### config.mk
export PLATFORM = sky130hd
export DESIGN_NAME = matmul_result_writeback
export DESIGN_NICKNAME = d
export VERILOG_FILES = /design/src/rtl/matmul_result_writeback.sv
export SDC_FILE = /design/constraint.sdc
export NUM_CORES = 2
export LEC_CHECK = 0
export BUFFER_PORTS_ARGS = -buffer_cell sky130_fd_sc_hd__buf_2
export CAP_MARGIN = 20
export CORE_ASPECT_RATIO = 0.75
export CORE_MARGIN = 2
export CORE_UTILIZATION = 54
export CTS_CLUSTER_DIAMETER = 40
export DETAILED_ROUTE_END_ITERATION = 7
export PLACE_DENSITY = 0.78
export SLEW_MARGIN = 15
export SYNTH_ARGS = -nofsm -noshare
export SYNTH_HDL_FRONTEND = slang
export SYNTH_SLANG_ARGS = --single-unit
export TNS_END_PERCENT = 100
### constraint.sdc
create_clock -name clk_i -period 4.47 [get_ports clk_i]
set_input_delay 0.2235 -clock clk_i [delete_from_list [all_inputs] [get_ports clk_i]]
set_output_delay 0.2235 -clock clk_i [all_outputs]
set_load 0.05 [all_outputs]
### src/rtl/matmul_result_writeback.sv
// Result write-back stage: narrows 2x2 accumulator tiles to 32-bit lanes, queues them and
// drains them to the VRF write port. Optional rounding before the shift: MATMUL_WB_ROUND_EN.
//
// state  | meaning
// IDLE   | no write-back in progress
// ACTIVE | tiles arriving/draining; waiting for producer done and an empty FIFO
// DONE   | write-back complete; wb_done_o pulses for this single cycle
module matmul_result_writeback #(
  parameter int VLEN       = 256,
  parameter int DATA_WIDTH = 32,
  parameter int ACC_WIDTH  = 64,
  parameter int FIFO_DEPTH = 4
) (
  input  logic                 clk_i,
  input  logic                 rst_ni,
  input  logic                 clear_i,
  input  logic [5:0]           cfg_shift_i,
  input  logic                 cfg_sat_en_i,
  input  logic                 res_valid_i,
  input  logic [4:0]           res_addr_i,
  input  logic [VLEN-1:0]      res_data_i,
  output logic                 res_ready_o,
  input  logic                 mm_done_i,
  output logic                 vrf_we_o,
  input  logic                 vrf_gnt_i,
  output logic [4:0]           vrf_waddr_o,
  output logic [VLEN-1:0]      vrf_wdata_o,
  output logic [VLEN/32-1:0]   vrf_wmask_o,
  output logic                 busy_o,
  output logic                 wb_done_o,
  output logic [7:0]           tile_count_o,
  output logic                 sat_flag_o,
  output logic                 drop_err_o
);

  localparam int LANES = 4;
  localparam int TW    = LANES * DATA_WIDTH;
  localparam int PW    = $clog2(FIFO_DEPTH);
  localparam int CW    = PW + 1;
  localparam int MW    = VLEN / 32;
`ifdef MATMUL_WB_ROUND_EN
  localparam int EW    = ACC_WIDTH + 1;
`else
  localparam int EW    = ACC_WIDTH;
`endif

  typedef enum logic [1:0] {IDLE, ACTIVE, DONE} state_t;

  state_t               state;
  logic                 done_seen;
  logic signed [EW-1:0] lane_ext [LANES];
  logic signed [EW-1:0] lane_shr [LANES];
  logic [LANES-1:0]     lane_clamp;
  logic [TW-1:0]        tile_nar;

  logic [4:0]           addr_mem [FIFO_DEPTH];
  logic [TW-1:0]        data_mem [FIFO_DEPTH];
  logic [PW-1:0]        wr_ptr;
  logic [PW-1:0]        rd_ptr;
  logic [CW-1:0]        fill;
  logic                 full;
  logic                 pop;
  logic                 push;
  logic                 drop;
  logic                 drain_empty;

  // A lane overflows when the bits above the int32 sign bit are not all copies of it.
  always_comb begin
    tile_nar   = '0;
    lane_clamp = '0;
    for (int i = 0; i < LANES; i++) begin
      lane_ext[i] = EW'($signed(res_data_i[i*ACC_WIDTH +: ACC_WIDTH]));
`ifdef MATMUL_WB_ROUND_EN
      if (cfg_shift_i != 6'd0) begin
        lane_ext[i] = lane_ext[i] + (EW'(1) << (cfg_shift_i - 6'd1));
      end
`endif
      lane_shr[i] = lane_ext[i] >>> cfg_shift_i;
      if (cfg_sat_en_i && (|lane_shr[i][EW-1:DATA_WIDTH-1])
          && !(&lane_shr[i][EW-1:DATA_WIDTH-1])) begin
        lane_clamp[i] = 1'b1;
        tile_nar[i*DATA_WIDTH +: DATA_WIDTH] = lane_shr[i][EW-1]
          ? {1'b1, {(DATA_WIDTH-1){1'b0}}}
          : {1'b0, {(DATA_WIDTH-1){1'b1}}};
      end else begin
        tile_nar[i*DATA_WIDTH +: DATA_WIDTH] = lane_shr[i][DATA_WIDTH-1:0];
      end
    end
  end

  assign full        = (fill == CW'(FIFO_DEPTH));
  assign vrf_we_o    = (fill != '0);
  assign pop         = vrf_we_o && vrf_gnt_i;
  assign res_ready_o = !full || pop;
  assign push        = res_valid_i && res_ready_o && !clear_i;
  assign drop        = res_valid_i && !res_ready_o && !clear_i;
  // Only used while res_valid_i is low, so a pop of the last entry means empty.
  assign drain_empty = (fill == '0) || ((fill == CW'(1)) && pop);

  assign vrf_waddr_o = vrf_we_o ? addr_mem[rd_ptr] : '0;
  assign vrf_wdata_o = vrf_we_o ? VLEN'(data_mem[rd_ptr]) : '0;
  assign vrf_wmask_o = MW'(4'b1111);
  assign busy_o      = (state != IDLE) || vrf_we_o;

  always_ff @(posedge clk_i) begin
    if (push) begin
      addr_mem[wr_ptr] <= res_addr_i;
      data_mem[wr_ptr] <= tile_nar;
    end
  end

  always_ff @(posedge clk_i or negedge rst_ni) begin
    if (!rst_ni) begin
      state        <= IDLE;
      done_seen    <= 1'b0;
      wr_ptr       <= '0;
      rd_ptr       <= '0;
      fill         <= '0;
      wb_done_o    <= 1'b0;
      tile_count_o <= '0;
      sat_flag_o   <= 1'b0;
      drop_err_o   <= 1'b0;
    end else if (clear_i) begin
      state        <= IDLE;
      done_seen    <= 1'b0;
      wr_ptr       <= '0;
      rd_ptr       <= '0;
      fill         <= '0;
      wb_done_o    <= 1'b0;
      tile_count_o <= '0;
      sat_flag_o   <= 1'b0;
      drop_err_o   <= 1'b0;
    end else begin
      if (push) wr_ptr <= wr_ptr + PW'(1);
      if (pop)  rd_ptr <= rd_ptr + PW'(1);
      fill <= fill + CW'(push) - CW'(pop);
      if (drop) drop_err_o <= 1'b1;
      if (push && (|lane_clamp)) sat_flag_o <= 1'b1;
      if (pop && (tile_count_o != 8'hFF)) tile_count_o <= tile_count_o + 8'd1;
      wb_done_o <= 1'b0;

      case (state)
        IDLE: begin
          if (res_valid_i || mm_done_i) begin
            state        <= ACTIVE;
            tile_count_o <= '0;
            done_seen    <= mm_done_i;
          end
        end
        ACTIVE: begin
          if (mm_done_i) done_seen <= 1'b1;
          if (done_seen && drain_empty && !res_valid_i) begin
            state     <= DONE;
            wb_done_o <= 1'b1;
          end
        end
        DONE: begin
          done_seen <= 1'b0;
          state     <= res_valid_i ? ACTIVE : IDLE;
        end
        default: state <= IDLE;
      endcase
    end
  end

endmodule

### Word level (Yosys, flattened, before mapping)

Memory sizes are Yosys's and may differ from the RTL's.
Cells that the tools add are included.

| storage, ports and cells | value |
|---|---|
| register bits | 21 |
| RAM bits | 532 |
| output and inout port bits | 283 |
| memories | 2 |

Memories:

| name | depth | bits a word | rd ports | clocked after Yosys merged registers in | wr ports | RTL line | source |
|---|---|---|---|---|---|---|---|
| data_mem | 4 | 128 | 1 | 0 | 1 | 57 | `logic [TW-1:0] data_mem [FIFO_DEPTH];` |
| addr_mem | 4 | 5 | 1 | 0 | 1 | 56 | `logic [4:0] addr_mem [FIFO_DEPTH];` |

| operators by class | value |
|---|---|
| add/subtract/negate cells | 5 |
| eq/ne operators | 8 |
| shift operators | 4 |
| muxes and demuxes | 41 |
| reductions and logical operators | 50 |

Operator list:

| operator | number |
|---|---|
| 32-bit 2-to-1 mux | 8 |
| 64-bit by 6-bit >>> shifter with 64-bit output | 4 |
| 33-bit AND reduction | 4 |
| 33-bit OR reduction | 4 |
| 128-bit 2-to-1 mux | 1 |
| 8-bit 2-to-1 mux | 4 |
| 1-bit logical AND | 18 |
| 1-bit 2-to-1 mux | 17 |
| 2-bit 2-to-1 mux | 7 |
| 2-bit nonzero test | 5 |
| 3-bit != test, second input constant | 3 |
| 8-bit by 1-bit adder with 8-bit output, second input constant | 1 |
| 1-bit logical NOT | 8 |
| 8-bit != test, second input constant | 1 |
| 2-bit case mux with 3 select lines | 1 |
| 5-bit 2-to-1 mux | 1 |
| 2-bit by 1-bit adder with 2-bit output, second input constant | 2 |
| 1-bit logical OR | 4 |
| 4-bit nonzero test | 1 |
| 4-bit OR reduction | 1 |
| 3-bit by 1-bit adder with 3-bit output | 1 |
| 3-bit by 1-bit == test with 1-bit output, second input constant | 1 |
| 3-bit == test, second input constant | 1 |
| 3-bit logical NOT | 1 |
| 9 further kinds | 9 |

### Logic depth before layout (Yosys ltp)

| logic depth | value |
|---|---|
| word-level depth | 9 |
| gate-level depth with buffers | 21 |
| depth with buffers taken out | 11 |

### Worst setup path before layout

OpenSTA, ideal clock, no wires.

| timing path | value |
|---|---|
| kind | reg2reg |
| start point | register fill[0] |
| end point | memory addr_mem[2][0], enable pin |
| library setup time | 508 ps |
| arrival | 4379 ps |
| slack | -417 ps |
| cell stages (with the launch flop) | 6 |
| buffers on the path | 0 |
| period minus slack after synthesis | 4887 ps |
| path through | dfrtp_1 -> inv_1 -> nand3_1 -> nand2_1 -> nor2_1 -> and2_1 |

| on the way | value |
|---|---|
| word-level cells in the longest chain between the ends | 7 |

Ends and longest elaborated chain:

| item | RTL line | source |
|---|---|---|
| start: declaration | 60 | `logic [CW-1:0] fill;` |
| start signal: assignment | 136 | `fill <= fill + CW'(push) - CW'(pop);` |
| 3-bit == test / 3-bit nonzero test (equally long branches) | 91, 92 |  |
| 1-bit logical NOT / 1-bit logical AND (equally long branches) | 94, 93 |  |
| 1-bit logical OR * | 94 | `assign res_ready_o = !full \|\| pop;` |
| via res_ready_o | 22 | `output logic res_ready_o,` |
| 1-bit logical AND * (2 in series) | 95 | `assign push = res_valid_i && res_ready_o && !clear_i;` |
| 1-bit 2-to-1 mux * | 106 | `if (push) begin` |
| 1-bit 2-to-1 mux (implied by the code) * | 107 | `addr_mem[wr_ptr] <= res_addr_i;` |
| end: declaration | 56 |  |

Mark *: on every way through the listed nets, which the timed path passes. The rest lies on a longest branch.

### Worst setup path after layout

| timing path | value |
|---|---|
| start point | input cfg_shift_i[1] |
| end point | memory data_mem[2][85] (netlist bit) (data pin) |

| on the way | value |
|---|---|
| word-level cells in the longest chain between the ends | 5 |

Ends and longest elaborated chain:

| item | RTL line | source |
|---|---|---|
| start: declaration | 17 | `input logic [5:0] cfg_shift_i,` |
| 64-bit by 6-bit >>> shifter with 64-bit output * | 78 | `lane_shr[i] = lane_ext[i] >>> cfg_shift_i;` |
| 33-bit OR reduction / 33-bit AND reduction (equally long branches) | 79, 80 |  |
| 1-bit logical AND / 1-bit logical NOT (equally long branches) | 79, 80 |  |
| 1-bit logical AND | 80 | `&& !(&lane_shr[i][EW-1:DATA_WIDTH-1])) begin` |
| 32-bit 2-to-1 mux * | 79 | `if (cfg_sat_en_i && (\|lane_shr[i][EW-1:DATA_WIDTH-1])` |
| via tile_nar[85] | 54 | `logic [TW-1:0] tile_nar;` |
| end: declaration | 57 |  |

Marked as above.

==> results_dict.tcl <==
set metrics [dict create \
    grt_max_degree 123 \
    worst_path_largest_cell_delay_ns 0.92 \
    yosys.cell_types.count 103 \
    fraction_of_synthesis_flops_using_an_asynchronous_set_or_reset_pin_pct 3.80 \
    worst-slew-pin-transition_ns 1.29 \
    crit_slowest_cell "sky130_fd_sc_hd__o21ai_0" \
    floorplan_die_width_um 331 \
    worst-r2r-cell-count 10 \
    effective_utilization_at_floorplan_pct 54.2 \
    r2r_setup_slk_ns 1.74 \
    globalRouteMet2Util_pct 64.2 \
    hold_class "in -> async" \
    fmax_ghz 0.241 \
    synth.cell_area_mm2 0.0434 \
    post_detailed_route_drc_marker_count 0 \
    drt_pre_antenna_iters 6 \
    io-pin-count 557 \
    htree_num_levels 2 \
    critPathMaxFanout 122 \
    setup_viol 0 \
    place.gp.congestion 1.08 \
    synth_enable_flop_cells 532 \
    core_region_area_mm2 0.0801 \
    critical_path_buf_inv_count 6 \
    insertion_delay_ns 0.67 \
    dieHeight_um 250 \
    synth.yosys.seq_area_share_pct 38.0 \
    drt_iter0_drc 6602 \
    min_period_ns 4.14 \
    nets 4799 \
    final.setup_skew_ns 0.0571 \
    cts_tree "done" \
    cp.arrival_ns 4.57 \
    timing.critical_path.to_type "register" \
    max_cap_violations 0 \
    synth_xor_xnor_area_share_pct 0.222 \
    path_class "in -> reg" \
    master_cell_of_the_clock_root_buffer "sky130_fd_sc_hd__clkbuf_16" \
    power.density_mw_per_mm2 438 \
    fin_cells 5628 \
    postSynthRegisterBits 553 \
    finalMaxSlewViolations 0 \
    power.leakage_nw 19.3 \
    grt_overflow 0 \
    finalWirelength_um 193000 \
    synth.mux.area_fraction_pct 28.2 \
    critical_path.reg2reg.endpoint "fill[2]$_DFF_PN0_" \
    cts_inserted_buffers 57 \
    hpwl_um 147000 \
    final-hold-violation-count 0 \
    grt.total_usage_pct 45.6 \
    route.antenna.remaining_nets 0 \
    flow.area_growth_from_synthesis_pct 15.5 \
    antenna_violations_before_repair 34 \
    grt_setup_unrepaired "no" \
    post-route-period-util_pct 92.7 \
    die_area_mm2 0.0827 \
    dominantRegCellSynth "sky130_fd_sc_hd__edfxtp_1" \
    largest_family_of_logic_cells_by_synthesized_area "multiplexers" \
    cells_after_synth 3981 \
    required_ns 4.89 \
    grt_first_pass_wirelength_um 272000 \
    synth_compound_gate_area_share_pct 13.5 \
    post-layout-total-power_mw 21.9 \
    port-buffer-count 420 \
    drive_above_1_share_pct 31.7 \
    row_count 90 \
    syn-mean-instance-area_um2 10.9 \
    outcome "finished clean" \
    cp_cell_sequence "buf_8 -> buf_12 -> buf_12 -> buf_12 -> buf_12 -> mux2_2 -> o21ai_0 -> nor2_1 -> a31oi_1 -> nand2_1 -> o21ai_0 -> mux2i_1 -> o21ai_0 -> o21ai_0 -> buf_4" \
    synth-adder-area-share_pct 0.392 \
    worstReg2RegStart "fill[1]$_DFF_PN0_" \
    cts_sinks 553 \
    detail_route.wl_per_cell_um 34.3 \
    yosys_warnings 0 \
    ratio_of_routed_vias_to_standard_cells 6.98 \
    critical_path.top_delay_family "compound AO/OA/AOI/OAI gates" \
    postCtsSetupBuffers 0 \
    max-slew-margin-rel_pct 13.1 \
    clk_pin_slew_worst_paths_ns 0.07 \
    top_usage_layer "met1" \
    worstSetupStartpointType "input pin" \
    post_cts_resize_count 0 \
    first_global_vias 36500 \
    placed_cells 5502 \
    met1_track_demand_over_resource_pct 65.9 \
    peakVddDrop_mv 0.420 \
    dr_total_vias 39300 \
    clk_path_buf_depth 3 \
    synth_simple_gate_area_share_pct 13.0 \
    met3_track_demand_over_resource_pct 14.9 \
]
[synth_stat cells (all sizes together), types with 16 or more instances]
cell type / n / area share, %
edfxtp: 532 / 37
nand2: 518 / 4.5
mux4: 338 / 18
buf: 329 / 4.9
mux2i: 302 / 7.0
nor2: 284 / 2.5
o21ai: 218 / 2.5
clkbuf: 176 / 1.5
and2: 165 / 2.4
a21oi: 144 / 1.7
mux2: 141 / 3.7
a211oi: 75 / 1.3
o211ai: 75 / 1.3
nand3: 41 / 0.47
nor3: 39 / 0.46
a31oi: 35 / 0.50
o22ai: 33 / 0.48
o31ai: 33 / 0.60
nor2b: 30 / 0.43
a22oi: 29 / 0.50
inv: 28 / 0.24
nand2b: 24 / 0.35
a221oi: 22 / 0.44
dfrtp: 21 / 1.2
o21a: 18 / 0.31
and3: 17 / 0.25
o221ai: 17 / 0.34
or3: 17 / 0.25
o311ai: 16 / 0.32
[cells by family (layout without fill, tap and decap cells)]
logic type / Yosys count / count (layout)
adders and majority gates: 13 / 13
muxes: 781 / 781
buffers and inverters: 535 / 978
other: 2 / 148
and+or+nand+nor: 1218 / 1218
AOI/OAI and AO/OA: 868 / 868
xor gates and xnor gates: 11 / 11
DFF: 553 / 553
[metrics by stage]
step	area, um^2	util (%)	setup slack (ns)	setup TNS, ns	hold slack (ns)
floorplan	43900	-	0.672	0	-0.0721
global placement	48100	60.1	-0.0905	-0.638	0.212
detailed placement	48100	60.1	-0.154	-0.698	0.211
CTS	50100	62.6	0.478	0	0.0192
global route	50100	62.6	0.0710	0	0.0978
finish	50100	62.6	0.326	0	0.0571
[state kept, by name (all words and copies together), names as in the netlist]
signal / count
addr_mem: 20
drop_err_o: 1
done_seen: 1
data_mem: 512
tile_count_o: 8
wr_ptr: 2
fill: 3
sat_flag_o: 1
wb_done_o: 1
state: 2
rd_ptr: 2
[placed cells by master, fill, tap and decap left out, types with 30 or more instances in the layout]
cell,netlist,final
sky130_fd_sc_hd__a211oi_1,75,75
sky130_fd_sc_hd__a21oi_1,144,144
sky130_fd_sc_hd__a31oi_1,35,34
sky130_fd_sc_hd__and2_1,163,159
sky130_fd_sc_hd__buf_12,2,30
sky130_fd_sc_hd__buf_2,85,414
sky130_fd_sc_hd__buf_4,163,385
sky130_fd_sc_hd__clkbuf_16,0,57
sky130_fd_sc_hd__conb_1,2,136
sky130_fd_sc_hd__edfxtp_1,532,532
sky130_fd_sc_hd__mux2_2,138,138
sky130_fd_sc_hd__mux2i_1,301,301
sky130_fd_sc_hd__mux4_2,338,338
sky130_fd_sc_hd__nand2_1,518,517
sky130_fd_sc_hd__nand3_1,41,41
sky130_fd_sc_hd__nor2_1,283,283
sky130_fd_sc_hd__nor2b_1,30,30
sky130_fd_sc_hd__nor3_1,38,37
sky130_fd_sc_hd__o211ai_1,74,74
sky130_fd_sc_hd__o21ai_0,216,215
sky130_fd_sc_hd__o22ai_1,33,33
sky130_fd_sc_hd__o31ai_1,32,32
[per-layer routing]
layer | wire length, um | up-vias
li1 | - | 16200
met1 | 77500 | 19400
met2 | 79900 | 3212
met3 | 27100 | 414
met4 | 8170 | 28
met5 | 172 | -
[repair_timing]
item	4_1_cts	5_1_grt
hold buffers	9	0
endpoints found under the setup margin	0	0
hold endpoints to repair	52	0
[area by class of cell]
cell class / count / area (um^2)
fill: 6297 / 29900
multi-input combinational: 3027 / 24500
sequential: 553 / 16500
timing repair buffer: 843 / 5720
clock buffer: 69 / 1480
tap: 1058 / 1320
clock inverter: 36 / 390
inverter: 30 / 128
antenna: 12 / 30.0
[how the worst max path moves through the flow]
stage | startpoint | endpoint | slack (ns) | cells after the start
after global placement | cfg_shift_i[1] | data_mem[0][41]$_DFFE_PP_ | -0.09 | 13
final | cfg_shift_i[1] | data_mem[2][85]$_DFFE_PP_ | 0.33 | 15
after detailed placement | cfg_shift_i[1] | data_mem[0][85]$_DFFE_PP_ | -0.15 | 15
after global routing | cfg_shift_i[1] | data_mem[2][85]$_DFFE_PP_ | 0.07 | 15
after floorplan | cfg_shift_i[0] | data_mem[0][37]$_DFFE_PP_ | 0.67 | 15
after CTS | cfg_shift_i[1] | data_mem[0][85]$_DFFE_PP_ | 0.48 | 15
[report_power, final]
group	leakage, nW	switching, mW	internal [mW]
Sequential	5.12	0.205	6.12
Clock	0.895	2.11	2.59
Combinational	13.3	7.55	3.35
Power figures use the tool's default switching activity.
